--- config.mk ---
export PLATFORM = sky130hd
export DESIGN_NAME = msi_interrupt_scheduler
export DESIGN_NICKNAME = d
export VERILOG_FILES = /design/src/rtl/msi_pkg.sv /design/src/rtl/msi_rr_arbiter.sv /design/src/rtl/msi_interrupt_scheduler.sv
export SDC_FILE = /design/constraint.sdc
export NUM_CORES = 1
export LEC_CHECK = 0
export CAP_MARGIN = 20
export CORE_ASPECT_RATIO = 0.9
export CORE_UTILIZATION = 30
export CTS_BUF_LIST = sky130_fd_sc_hd__clkbuf_4
export DETAILED_ROUTE_END_ITERATION = 10
export DONT_BUFFER_PORTS = 1
export GPL_ROUTABILITY_DRIVEN = 0
export PLACE_DENSITY_LB_ADDON = 0.08
export SLEW_MARGIN = 15
export SYNTH_ARGS = -nofsm -noshare
export SYNTH_HDL_FRONTEND = slang
export SYNTH_SLANG_ARGS = --single-unit
--- constraint.sdc ---
create_clock -name clk -period 11 [get_ports clk]
set_input_delay 2.2 -clock clk [delete_from_list [all_inputs] [get_ports clk]]
set_output_delay 2.2 -clock clk [all_outputs]
set_load 0.1 [all_outputs]
--- src/rtl/msi_pkg.sv ---
// Shared types and helpers for the MSI interrupt scheduler: vector allocation,
// source-to-vector aliasing and the data-field mask derived from MME.
package msi_pkg;

    localparam int MSI_MAX_VECTORS = 32;
    localparam int MSI_IDX_W       = 5;

    typedef enum logic {
        IDLE = 1'b0,
        SEND = 1'b1
    } msi_sched_state_t;

    // Encodings above 5 would exceed the 32-vector architectural limit.
    function automatic logic [2:0] msi_mme_eff(input logic [2:0] mme);
        return (mme > 3'd5) ? 3'd5 : mme;
    endfunction

    function automatic logic [5:0] msi_alloc(input logic [2:0] mme);
        return 6'd1 << msi_mme_eff(mme);
    endfunction

    function automatic logic [4:0] msi_alias(input logic [5:0] src, input logic [5:0] alloc);
        logic [5:0] v;
        v = (src < alloc) ? src : alloc - 6'd1;
        return v[4:0];
    endfunction

    function automatic logic [15:0] msi_data_mask(input logic [2:0] mme);
        return (16'd1 << msi_mme_eff(mme)) - 16'd1;
    endfunction

endpackage

--- src/rtl/msi_rr_arbiter.sv ---
// Combinational round-robin pick: first set request at or after ptr, wrapping
// through bit 31 back to bit 0. Produces a one-hot grant and its index.
module msi_rr_arbiter
    import msi_pkg::*;
(
    input  logic [MSI_MAX_VECTORS-1:0] req,
    input  logic [MSI_IDX_W-1:0]       ptr,
    output logic [MSI_MAX_VECTORS-1:0] gnt,
    output logic [MSI_IDX_W-1:0]       idx,
    output logic                       any
);

    logic [2*MSI_MAX_VECTORS-1:0] dbl;
    logic [MSI_MAX_VECTORS-1:0]   rot;
    logic [MSI_IDX_W-1:0]         off;

    always_comb begin
        dbl = {req, req} >> ptr;
        rot = dbl[MSI_MAX_VECTORS-1:0];
        off = '0;
        // Scan downward so the lowest set offset is the one left standing.
        for (int j = MSI_MAX_VECTORS - 1; j >= 0; j--) begin
            if (rot[j]) off = MSI_IDX_W'(j);
        end
        any = |req;
        idx = ptr + off;
        gnt = any ? (32'd1 << idx) : '0;
    end

endmodule

--- src/rtl/msi_interrupt_scheduler.sv ---
// Collects interrupt events into pending MSI vectors and issues one MSI write at
// a time with round-robin fairness. Optional per-vector masking: MSI_PER_VECTOR_MASK_EN.
module msi_interrupt_scheduler
    import msi_pkg::*;
#(
    parameter int NUM_SOURCES = 32,
    parameter int RR_INIT     = 0
) (
    input  logic                   clk,
    input  logic                   rst,
    input  logic                   msi_enable,
    input  logic [2:0]             mme,
    input  logic [63:0]            cfg_msg_addr,
    input  logic [15:0]            cfg_msg_data,
`ifdef MSI_PER_VECTOR_MASK_EN
    input  logic [31:0]            mask_bits,
`endif
    input  logic [NUM_SOURCES-1:0] int_req,
    output logic                   msg_valid,
    input  logic                   msg_ready,
    output logic [63:0]            msg_addr,
    output logic                   msg_addr64,
    output logic [15:0]            msg_data,
    output logic [31:0]            pending
);

    msi_sched_state_t state_q, state_d;
    logic [31:0]      pending_q, pending_d;
    logic [4:0]       rr_ptr_q, rr_ptr_d;
    logic [4:0]       sel_q, sel_d;
    logic             msg_valid_q, msg_valid_d;
    logic [63:0]      msg_addr_q, msg_addr_d;
    logic             msg_addr64_q, msg_addr64_d;
    logic [15:0]      msg_data_q, msg_data_d;

    logic [5:0]  alloc;
    logic [15:0] dmask;
    logic [31:0] alloc_mask;
    logic [31:0] set_vec;
    logic [31:0] clr_vec;
    logic [31:0] eligible;
    logic [31:0] arb_gnt;
    logic [4:0]  arb_idx;
    logic        arb_any;
    logic        hs;
    logic [5:0]  nxt_ptr;

    assign alloc = msi_alloc(mme);
    assign dmask = msi_data_mask(mme);
    assign hs    = msg_valid_q && msg_ready;

    always_comb begin
        alloc_mask = '0;
        for (int i = 0; i < MSI_MAX_VECTORS; i++) begin
            alloc_mask[i] = (6'(i) < alloc);
        end
    end

    // Sources beyond the allocation all collapse onto the last vector.
    always_comb begin
        set_vec = '0;
        for (int s = 0; s < NUM_SOURCES; s++) begin
            if (int_req[s] && msi_enable) set_vec[msi_alias(6'(s), alloc)] = 1'b1;
        end
    end

`ifdef MSI_PER_VECTOR_MASK_EN
    assign eligible = pending_q & alloc_mask & ~mask_bits;
`else
    assign eligible = pending_q & alloc_mask;
`endif

    msi_rr_arbiter u_arb (
        .req (eligible),
        .ptr (rr_ptr_q),
        .gnt (arb_gnt),
        .idx (arb_idx),
        .any (arb_any)
    );

    assign nxt_ptr = {1'b0, sel_q} + 6'd1;

    always_comb begin
        state_d      = state_q;
        rr_ptr_d     = rr_ptr_q;
        sel_d        = sel_q;
        msg_valid_d  = msg_valid_q;
        msg_addr_d   = msg_addr_q;
        msg_addr64_d = msg_addr64_q;
        msg_data_d   = msg_data_q;
        clr_vec      = '0;
        case (state_q)
            IDLE: begin
                if (msi_enable && arb_any) begin
                    sel_d        = arb_idx;
                    msg_valid_d  = 1'b1;
                    msg_addr_d   = cfg_msg_addr;
                    msg_addr64_d = |cfg_msg_addr[63:32];
                    msg_data_d   = (cfg_msg_data & ~dmask) | ({11'd0, arb_idx} & dmask);
                    state_d      = SEND;
                end
            end
            SEND: begin
                // Payload is frozen here; only the handshake moves us on.
                if (hs) begin
                    clr_vec     = 32'd1 << sel_q;
                    rr_ptr_d    = (nxt_ptr >= alloc) ? 5'd0 : nxt_ptr[4:0];
                    msg_valid_d = 1'b0;
                    state_d     = IDLE;
                end
            end
            default: state_d = IDLE;
        endcase
        // Clear before set so a fresh event on the sent vector survives.
        pending_d = ((pending_q & ~clr_vec) | set_vec) & alloc_mask;
    end

    always_ff @(posedge clk or posedge rst) begin
        if (rst) begin
            state_q      <= IDLE;
            pending_q    <= '0;
            rr_ptr_q     <= 5'(RR_INIT);
            sel_q        <= '0;
            msg_valid_q  <= 1'b0;
            msg_addr_q   <= '0;
            msg_addr64_q <= 1'b0;
            msg_data_q   <= '0;
        end else begin
            state_q      <= state_d;
            pending_q    <= pending_d;
            rr_ptr_q     <= rr_ptr_d;
            sel_q        <= sel_d;
            msg_valid_q  <= msg_valid_d;
            msg_addr_q   <= msg_addr_d;
            msg_addr64_q <= msg_addr64_d;
            msg_data_q   <= msg_data_d;
        end
    end

    assign msg_valid  = msg_valid_q;
    assign msg_addr   = msg_addr_q;
    assign msg_addr64 = msg_addr64_q;
    assign msg_data   = msg_data_q;
    assign pending    = pending_q;

endmodule

==> metrics.txt, run 1 <==
RSZ-0062 raised after global routing false; final WL 44650 um; Critical Path Max Stage Delay about 0.65 ns; Die Wd ~200 um; final hold violation count 0; first-pass GRT wire length 66500 um; initial antenna violation count 3; Reg-to-Reg End msg_data[4]; crit path time final ~7 ns; post-route antenna net violation count 0; Root Driver clkbuf_4; Post-synth ARST share 100.0%; syn nets 1352; smallest hold slack between 0.5 and 0.6 ns; worst rel slew slack 22.35%; power per cell area between 300 and 400 mW/mm^2; Fin Setup TNS 0 ns; full die area about 0.036 sq mm; Synth Instances between 1000 and 1500; Post-Syn Area roughly 0.011 sq mm; Bufs on Longest Clock Path 2; CTS sink cnt ~130; TritonCTS Buffers 17; R2R cell count 19; crit path DAT around 7.7 ns; GRT Residual Overflow 0; hold depth 2; # fillers about 3700; FMAX between 100 and 150 MHz; Pre-antenna DRT Iters 5; worst-skew pair later-pin latency between 0.5 and 0.6 ns; fin. max-slew vios 0; PortBufs 0; Syn. warnings 0; H-tree depth 4; TritonCTS clock tree built; sequential share of the synthesized area 29.66%; via count between 10000 and 15000; unique cell type count in the Yosys netlist just over 100; core area ~0.034 sq mm; post-synthesis register bit count 125; Die H between 150 and 200 um; worst-case vdd ir drop roughly 0.32 mV; number of synthesized flops with an enable pin 0; worst-margin pin slew about 1.2 ns; Vias per Instance 6.183; Layout Nets roughly 1300; Clock Skew 0.02529 ns; status finished, final reports clean; Critical Path Sink Type flip-flop; post_cts resized 0; Worst-path clk slew about 0.13 ns; Post-Layout Cell Count roughly 1700; share of cells above drive strength 1 between 10% and 20%; main flop type after synthesis dfrtp_1; crit path max fanout 60; r2r startpoint pending[6]; CP Launch Type primary input; Hold Startpoint rr_ptr_q[0]; drc violations 0; Pleak around 4.2 nW; critical path class in2reg; total placed cells including tap cells ~1600; Hold-fix buffers, CTS 0; largest net degree at the start of global routing between 70 and 80; Worst Hold Class reg2reg; First DRT Iteration DRCs 1159; slowest cell on the critical path ha_1; average wire per standard cell between 20 and 30 um; final HPWL from detailed placement 33650 um; final setup violation count 0; number of core rows between 60 and 70; Mapped Avg Cell Area about 8.7 sq um; WP data required around 12 ns; R2R Setup Slk 5.93 ns; CP cell instances or3_1, inv_2, ha_1, a31o_2, and3_1, nor2_1, a22oi_1, mux2i_1, o21ai_0, a31oi_1, a21oi_1, a211oi_1, o2bb2ai_1, ha_1, inv_1, fa_1, inv_1, a21o_1, a21oi_1, xnor2_1, nand3_1, o211ai_1; # IOs roughly 230; Starting Density a little under a third; gr usage total 24.84%; Setup Fix Bufs, Post-CTS 0; area grow syn2layout 6.168%; worst hold path endpoint rr_ptr_q[0]; max cap viols 0; final period utilization approximately 65%; vias in the first global route about 9900
## routing by layer
layer | up-vias | routed length (um) | track usage [%]
met1 | 5036 | 19950 | 35.59
met5 | - | 0 | 0
met3 | 40 | 4587 | 6.961
met4 | 0 | 631 | 5.710
met2 | 580 | 19480 | 36.56
li1 | 4570 | - | -
## worst max path at each step
stage,end,slack (ns),depth (start not counted),start
final,msg_data[4],3.85,22,mme[2]
after global routing,msg_data[4],3.54,20,mme[2]
after CTS,msg_data[4],4.06,22,mme[2]
after detailed placement,sel_q[4],3.41,22,mme[2]
after global placement,sel_q[4],3.43,22,mme[2]
after floorplan,sel_q[4],4.43,25,mme[2]
## logic make-up (layout without fill, tap and decap cells)
kind of cell	Yosys count	after routing	synth area share, %
other cells	2	4	0.07120
xor+xnor	8	8	0.7355
flops	125	125	29.66
fa+ha+maj	20	20	2.444
buf+inv	126	103	5.884
simple gates	361	361	17.26
mux	129	129	14.51
compound gates	442	442	29.44
## layout make-up
cell class	count	area (sq um)	share of cell area, %
well taps	462	578.1	5.162
repair buffers	37	277.8	2.480
clock buffers	17	127.6	1.140
flip-flops and latches	125	3132	27.97
clock inverters	15	138.9	1.240
multi-input cells	962	6807	60.78
diodes	2	5.005	0.04469
inverters	34	132.6	1.184
## power by group
group	leakage [nW]	switching (mW)	internal, mW
combinational	2.57	1.08	0.676
sequential	1.51	1.31	0.612
clock	0.134	0.205	0.115
total	4.22	2.60	1.40
## registers in the layout, indices dropped and copies added (netlist names)
| name | flops |
|---|---|
| msg_valid | 1 |
| msg_data | 16 |
| msg_addr | 64 |
| state_q | 1 |
| pending | 32 |
| rr_ptr_q | 5 |
| msg_addr64 | 1 |
| sel_q | 5 |
## cells in the mapped netlist (9+ instances only)
library cell	count	area [sq um]
o21ai_1	9	45.04
a31oi_1	21	131.4
nor2b_1	18	112.6
nand2_1	95	356.6
nor2_1	82	307.8
mux2i_1	31	310.3
a21o_1	11	82.58
and3_1	11	68.82
mux2_2	87	979.7
ha_1	19	237.7
o21ai_0	104	520.5
o211ai_1	20	150.1
dfrtp_1	125	3128
mux4_2	9	202.7
clkbuf_1	42	157.7
nor3_1	32	160.2
o22ai_1	17	106.4
buf_6	12	135.1
buf_2	22	110.1
nand2b_1	20	125.1
a221oi_1	11	96.34
nand3_1	30	150.1
a21oi_1	78	390.4
a211oi_1	10	75.07
a22oi_1	10	75.07
inv_1	27	101.4
o31ai_1	14	105.1
nor4_1	17	106.4
nand4_1	10	62.56
and2_1	12	75.07
o21a_1	12	90.09
## layout by cell type (no fill, tap or decap), drive strengths merged, types with 8 or more instances in the layout
cell,n
a211oi,13
a21o,11
a21oi,81
a221oi,12
a22oi,11
a31oi,21
and2,12
and3,11
buf,37
clkbuf,17
clkinv,8
dfrtp,125
ha,19
inv,36
mux2,88
mux2i,32
mux4,9
nand2,96
nand2b,22
nand3,30
nand4,10
nor2,84
nor2b,18
nor3,34
nor4,17
o211ai,21
o21a,12
o21ai,114
o22ai,19
o311ai,11
o31ai,15
o32ai,8
## per-stage QoR
stage                     worst slack [ns]  cell area (sq um)  utilization (%)  total power, mW
after detailed placement             3.414              10930            31.88            3.663
after global routing                 3.538              11200            32.67            4.199
after CTS                            4.064              11190            32.66            3.997
final                                3.848              11200            32.67            3.999
after global placement               3.433              10930            31.88            3.686
after floorplan                      4.425              10550                -            3.190
## critical path, delay by kind of cell
family | cells | cell delay, ns
buf+inv | 3 | 0.53
compound gates | 10 | 1.98
mux | 1 | 0.32
xor+xnor | 1 | 0.28
fa+ha+maj | 3 | 1.26
simple gates | 4 | 1.10
No activity file was read; power rests on OpenSTA's default activity.
==> run 2: changes to the inputs <==
==> constraint.sdc (replaced) <==
create_clock -name clk -period 6.05 [get_ports clk]
set_input_delay 1.21 -clock clk [delete_from_list [all_inputs] [get_ports clk]]
set_output_delay 1.21 -clock clk [all_outputs]
set_load 0.1 [all_outputs]
==> run 2 against run 1 <==
Net effect:
- wire length rose by 2.9%
- worst setup slack worse by 3.1 ns
- sequential power rose by 84%
- cell count up 2.1%
- total power rose by 85%
- global-route usage increased by 0.63 points
- via count rose by 1.4%
- critical endpoint unchanged
- highest routed layer unchanged
==> metrics.txt, run 2 (synthesis gave the netlist of run 1 again) <==
hold depth 2 (unchanged); crit path time final 5.329 ns; post-placement cell area 0.01120 sq mm (+2.5%); core area 0.03427 sq mm (unchanged); average wire per standard cell 27.19 um (+0.74%); worst-margin pin slew 1.103 ns (-0.06222 ns); Switching Fraction 64.32% (-0.60 points); area grow syn2layout 8.885%; First DRT Iteration DRCs 1221 (+5.3%); gr usage total 25.47% (+0.63 points); Critical Path Max Stage Delay 0.61 ns (-0.04 ns); status finished, final reports clean; worst-case vdd ir drop 0.4559 mV (+42%); Clock power frac 8.2% (+0.2 points); largest net degree at the start of global routing 96 (+28%); sequential share of power 47.7% (-0.3 points); Worst Hold Class reg2reg; vias in the first global route 10230 (+3.5%); Bufs on Longest Clock Path 2 (unchanged); max cap viols 0 (unchanged); max FFs per register 64 (unchanged); Setup Fix Bufs, Post-CTS 0 (unchanged); Pre-antenna DRT Iters 6 (+1); GRT Residual Overflow 0 (unchanged); Layout Nets 1351 (+2.7%); post_cts resized 0 (unchanged); Worst-path clk slew 0.15 ns (+0.02 ns); R2R cell count 20 (+1); share of cells above drive strength 1 20.98% (+2.5 points); number of core rows 64 (unchanged); first-pass GRT wire length 68320 um (+2.7%); final WL 45930 um (+2.9%); # IOs 233 (unchanged); Net Sw Power 4.760 mW (+83%); Starting Density 30.78% (unchanged); PortBufs 0 (unchanged); post-route antenna net violation count 0 (unchanged); crit path max fanout 60 (unchanged); Die H 179.9 um (unchanged); slowest cell on the critical path mux2i_1; CTS sink cnt 125 (unchanged); drc violations 0 (unchanged); CP Launch Type primary input; initial antenna violation count 3 (unchanged); Critical Path Sink Type flip-flop; Hold-fix buffers, CTS 0 (unchanged); WP depth 24 (+9.1%); full die area 0.03591 sq mm (unchanged); worst path bufs/invs 3 (unchanged); H-tree depth 4 (unchanged); commonest non-fill, non-tap cell in the layout dfrtp_1; worst rel slew slack 26.49% (+4.1 points); power per cell area 644.4 mW/mm^2 (+80%); most frequent cells in the layout dfrtp_1, o21ai_0, nand2_1; Die Wd 199.7 um (unchanged); worst-skew pair later-pin latency 0.59 ns (about the same); RSZ-0062 raised after global routing false; Fin Setup TNS 0 ns (unchanged); fin. max-slew vios 0 (unchanged); Final Cell Area 0.01148 sq mm (+2.6%); critical path class in2reg; crit path DAT 5.80 ns (-1.87 ns); Pleak 4.412 nW (+4.6%); WP data required 6.52 ns (-4.99 ns); Root Driver clkbuf_4; via count 10370 (+1.4%); final setup violation count 0 (unchanged); Vias per Instance 6.142 (-0.66%); final HPWL from detailed placement 35080 um (+4.3%); TritonCTS clock tree built; TritonCTS Buffers 17 (unchanged); Combinational Power Share 44.1% (about the same); final hold violation count 0 (unchanged); internal cell power 2.641 mW (+88%); CP cell instances nor2_1, nand2_1, inv_1, ha_1, o31a_1, mux2i_1, nor2_1, o32a_1, a21oi_1, a21o_1, o21ai_0, o21ba_2, nand4_1, o2bb2ai_1, ha_1, inv_1, fa_1, inv_1, a21o_1, a21oi_1, xnor2_1, nor2_1, nand3_1, o211ai_1; Clock Skew 0.02963 ns (+0.004339 ns); final period utilization between 80% and 90%; FMAX between 150 and 200 MHz; family with the most delay on the worst path compound AO/OA/AOI/OAI gates
==> run 2: changes by cell type in the layout (fill, tap and decap cells not counted), sizes merged <==
cell / before / now
inv: 36 / 39
buf: 37 / 72
clkinv: 8 / 7
clkinvlp: 4 / 2
==> run 2: stage by stage <==
step	hold WS, ns	utilization [%]	instances	power (mW)	worst slack (ns)
global route	0.6170	33.51	1689	7.764	0.4353
finish	0.5488	33.51	1689	7.401	0.7212
global placement	0.5102	32.68	1655	6.791	0.1925
detailed placement	0.5251	32.68	1655	6.758	0.1913
CTS	0.5569	33.50	1687	7.388	0.8560
floorplan	0.5085	-	1213	5.800	0.4652
==> run 2: worst paths after layout <==
check / end / from / slack (ns)
max: msg_data[4] / mme[2] / 0.72
min: rr_ptr_q[2] / rr_ptr_q[2] / 0.55
max reg2reg: msg_data[4] / rr_ptr_q[1] / 0.77
min reg2reg: rr_ptr_q[2] / rr_ptr_q[2] / 0.55
max in group asynchronous: pending[14] / rst / 4.35
min in group asynchronous: msg_addr[6] / rst / 0.62
==> run 2: per-layer routing <==
layer / up-vias / wire length (um) / GRT usage (%)
met2: 574 / 19710 / 37.22
met4: 0 / 771 / 6.015
met5: - / 0 / 0
li1: 4619 / - / -
met3: 45 / 4600 / 6.116
met1: 5135 / 20850 / 37.26
==> run 2: power by group through the flow <==
stage	combinational, mW	clock, mW	sequential, mW
after global placement	3.23	0	3.56
after detailed placement	3.22	0	3.54
after floorplan	2.29	0	3.51
final	3.27	0.606	3.53
after CTS	3.22	0.631	3.53
after global routing	3.52	0.662	3.58
==> run 2: cell type report <==
class                   count  area, sq um
fillers                  3693        22790
multi-input cells         962         6807
flip-flops and latches    125         3132
well taps                 462        578.1
repair buffers             72        553.0
clock inverters            15        150.1
inverters                  34        132.6
clock buffers              17        127.6
diodes                      2        5.005
==> run 2: worst min-delay path: stages (launching register included) <==
cell and delay [ns]:
dfrtp_1 0.40, nand2_1 0.06, o21ai_0 0.06
==> run 3: changes to the inputs <==
--- a/config.mk
+++ b/config.mk
@@ -12,7 +12,7 @@
 export DETAILED_ROUTE_END_ITERATION = 10
 export DONT_BUFFER_PORTS = 1
 export GPL_ROUTABILITY_DRIVEN = 0
-export PLACE_DENSITY_LB_ADDON = 0.08
+export PLACE_DENSITY = 0.41
 export SLEW_MARGIN = 15
 export SYNTH_ARGS = -nofsm -noshare
 export SYNTH_HDL_FRONTEND = slang
==> constraint.sdc (replaced) <==
create_clock -name clk -period 6.05 [get_ports clk]
set_input_delay 1.21 -clock clk [delete_from_list [all_inputs] [get_ports clk]]
set_output_delay 1.21 -clock clk [all_outputs]
set_load 0.01 [all_outputs]
==> run 3 against run 2 <==
Net effect:
- cell area decreased by 2.4%
- worst setup slack got worse by 0.26 ns
- core utilization decreased by 0.82 points
- count of clock-buffer cells in the layout is the same
- critical path depth down 1
- first-iteration DRC count shrank 15%
- sequential power down 52%
- total power down 28%
- combinational power decreased by 8.0%
- cell count down 2.1%
- global-route usage fell by 0.67 points
- wire length fell by 3.1%
- critical endpoint is now sel_q[4]
- highest routed layer unchanged
==> metrics.txt, run 3 (synthesis gave the netlist of run 1 again) <==
worst-margin pin slew 0.9452 ns (-0.1574 ns); fin. max-slew vios 0 (unchanged); Layout Nets 1317 (-2.5%); CP Launch Type primary input; worst-skew pair later-pin latency 0.58 ns (about the same); H-tree depth 4 (unchanged); Die H 179.9 um (unchanged); final WL 44490 um (-3.1%); Root Driver clkbuf_4; status finished, final reports clean; via count 10270 (-0.98%); Pre-antenna DRT Iters 5 (-1); Starting Density 30.78% (unchanged); R2R Setup Slk 0.98 ns (+0.21 ns); Post-Layout Cell Count 1653 (-2.1%); largest net degree at the start of global routing 88 (-8.3%); power per cell area 473.0 mW/mm^2 (-27%); worst-case vdd ir drop 0.2450 mV (-46%); final hold violation count 0 (unchanged); PortBufs 0 (unchanged); crit path time final 5.587 ns (+0.2581 ns); Reg-to-Reg End sel_q[4]; first-pass GRT wire length 66640 um (-2.5%); Pleak 4.228 nW (-4.2%); GRT Residual Overflow 0 (unchanged); WP data required 6.49 ns (-0.03 ns); core area 0.03427 sq mm (unchanged); crit path DAT 6.03 ns (+0.23 ns); CTS sink cnt 125 (unchanged); vias in the first global route 10040 (-1.8%); TritonCTS Buffers 17 (unchanged); total placed cells including tap cells 1621 (-2.1%); share of cells above drive strength 1 18.32% (-2.7 points); max FFs per register 64 (unchanged); initial antenna violation count 1 (-2); Hold Startpoint msg_addr[25]; Clock Skew 0.02527 ns (-0.004356 ns); First DRT Iteration DRCs 1041 (-15%); Die Wd 199.7 um (unchanged); post-route antenna net violation count 0 (unchanged); Setup Fix Bufs, Post-CTS 0 (unchanged); number of core rows 64 (unchanged); Worst-path clk slew 0.12 ns (-0.03 ns); Vias per Instance 6.214 (+1.2%); average wire per standard cell 26.92 um (-1.0%); RSZ-0062 raised after global routing false; max cap viols 0 (unchanged); TritonCTS clock tree built; final period utilization 92.34% (+4.3 points); Bufs on Longest Clock Path 2 (unchanged); FMAX 179.0 MHz (-4.6%); drc violations 0 (unchanged); worst hold path endpoint msg_addr[25]; Hold-fix buffers, CTS 0 (unchanged); hold depth 1 (-1); worst rel slew slack 36.60% (+10 points); # IOs 233 (unchanged); post_cts resized 0 (unchanged); area grow syn2layout 6.228%; Worst Hold Class reg2reg; r2r startpoint rr_ptr_q[1]; final setup violation count 0 (unchanged); Critical Path Sink Type flip-flop; full die area 0.03591 sq mm (unchanged); commonest non-fill, non-tap cell in the layout dfrtp_1; gr usage total 24.80% (-0.67 points); Fin Setup TNS 0 ns (unchanged); R2R cell count 19 (-5.0%); crit path max fanout 60 (unchanged); final HPWL from detailed placement 33970 um (-3.2%); most frequent cells in the layout dfrtp_1, o21ai_0, nand2_1; critical path class in2reg
-- run 3: how the worst max path moves through the flow --
stage | startpoint | end | slack (ns) | depth (start not counted)
finish | mme[2] | sel_q[4] | 0.46 | 23
detailed placement | mme[2] | sel_q[4] | -0.03 | 23
floorplan | mme[2] | sel_q[4] | 0.47 | 25
global route | mme[2] | msg_data[4] | 0.13 | 23
global placement | mme[2] | sel_q[4] | -0.04 | 23
CTS | mme[2] | sel_q[4] | 0.64 | 23
-- run 3: critical path, stage by stage --
cell and delay (ns):
nor2_1 0.05, nand2_1 0.20, inv_1 0.14, ha_1 0.34, o31a_1 0.37, mux2i_1 0.53
nor2_1 0.23, o32a_1 0.43, a21oi_1 0.30, a21o_1 0.14, o21ai_0 0.10, o21ba_2 0.24
nand4_1 0.09, o2bb2ai_1 0.22, ha_1 0.21, inv_1 0.06, fa_1 0.39, inv_1 0.07
a21o_1 0.11, a21oi_1 0.07, xnor2_1 0.26, xnor2_1 0.16, a21oi_1 0.08
-- run 3: report_power, final --
part           leakage [nW]  internal, mW  switching (mW)
logic                  2.57          1.26            1.74
registers              1.51          1.16           0.538
clock network         0.144         0.243           0.350
total                  4.23          2.67            2.63
-- run 3: layout make-up --
type	count	area, sq um
well taps	462	578.1
flip-flops and latches	125	3132
inverters	34	132.6
multi-input cells	962	6807
fillers	3700	23070
repair buffers	38	285.3
clock inverters	14	140.1
clock buffers	17	127.6
diodes	1	2.502
-- run 3: layer usage --
layer / track usage, % / part of all wire, % / vias up
met5: 0 / 0 / -
met4: 5.924 / 1.8 / 0
met3: 6.735 / 9.7 / 54
met2: 36.67 / 44 / 573
met1: 35.42 / 45 / 5081
li1: - / - / 4563
-- run 3: per-stage QoR --
step           utilization, %  worst slack (ns)  total power [mW]  hold slack, ns  instance area [sq um]
3_5_place_dp            31.90          -0.03324             4.671          0.5667                  10930
5_1_grt                 32.69            0.1299             5.671          0.6079                  11200
3_3_place_gp            31.90          -0.04075             4.704          0.5676                  10930
2_1_floorplan               -            0.4652             3.782          0.5085                  10550
4_1_cts                 32.68            0.6354             5.296          0.5973                  11200
6_report                32.69            0.4631             5.300          0.5927                  11200
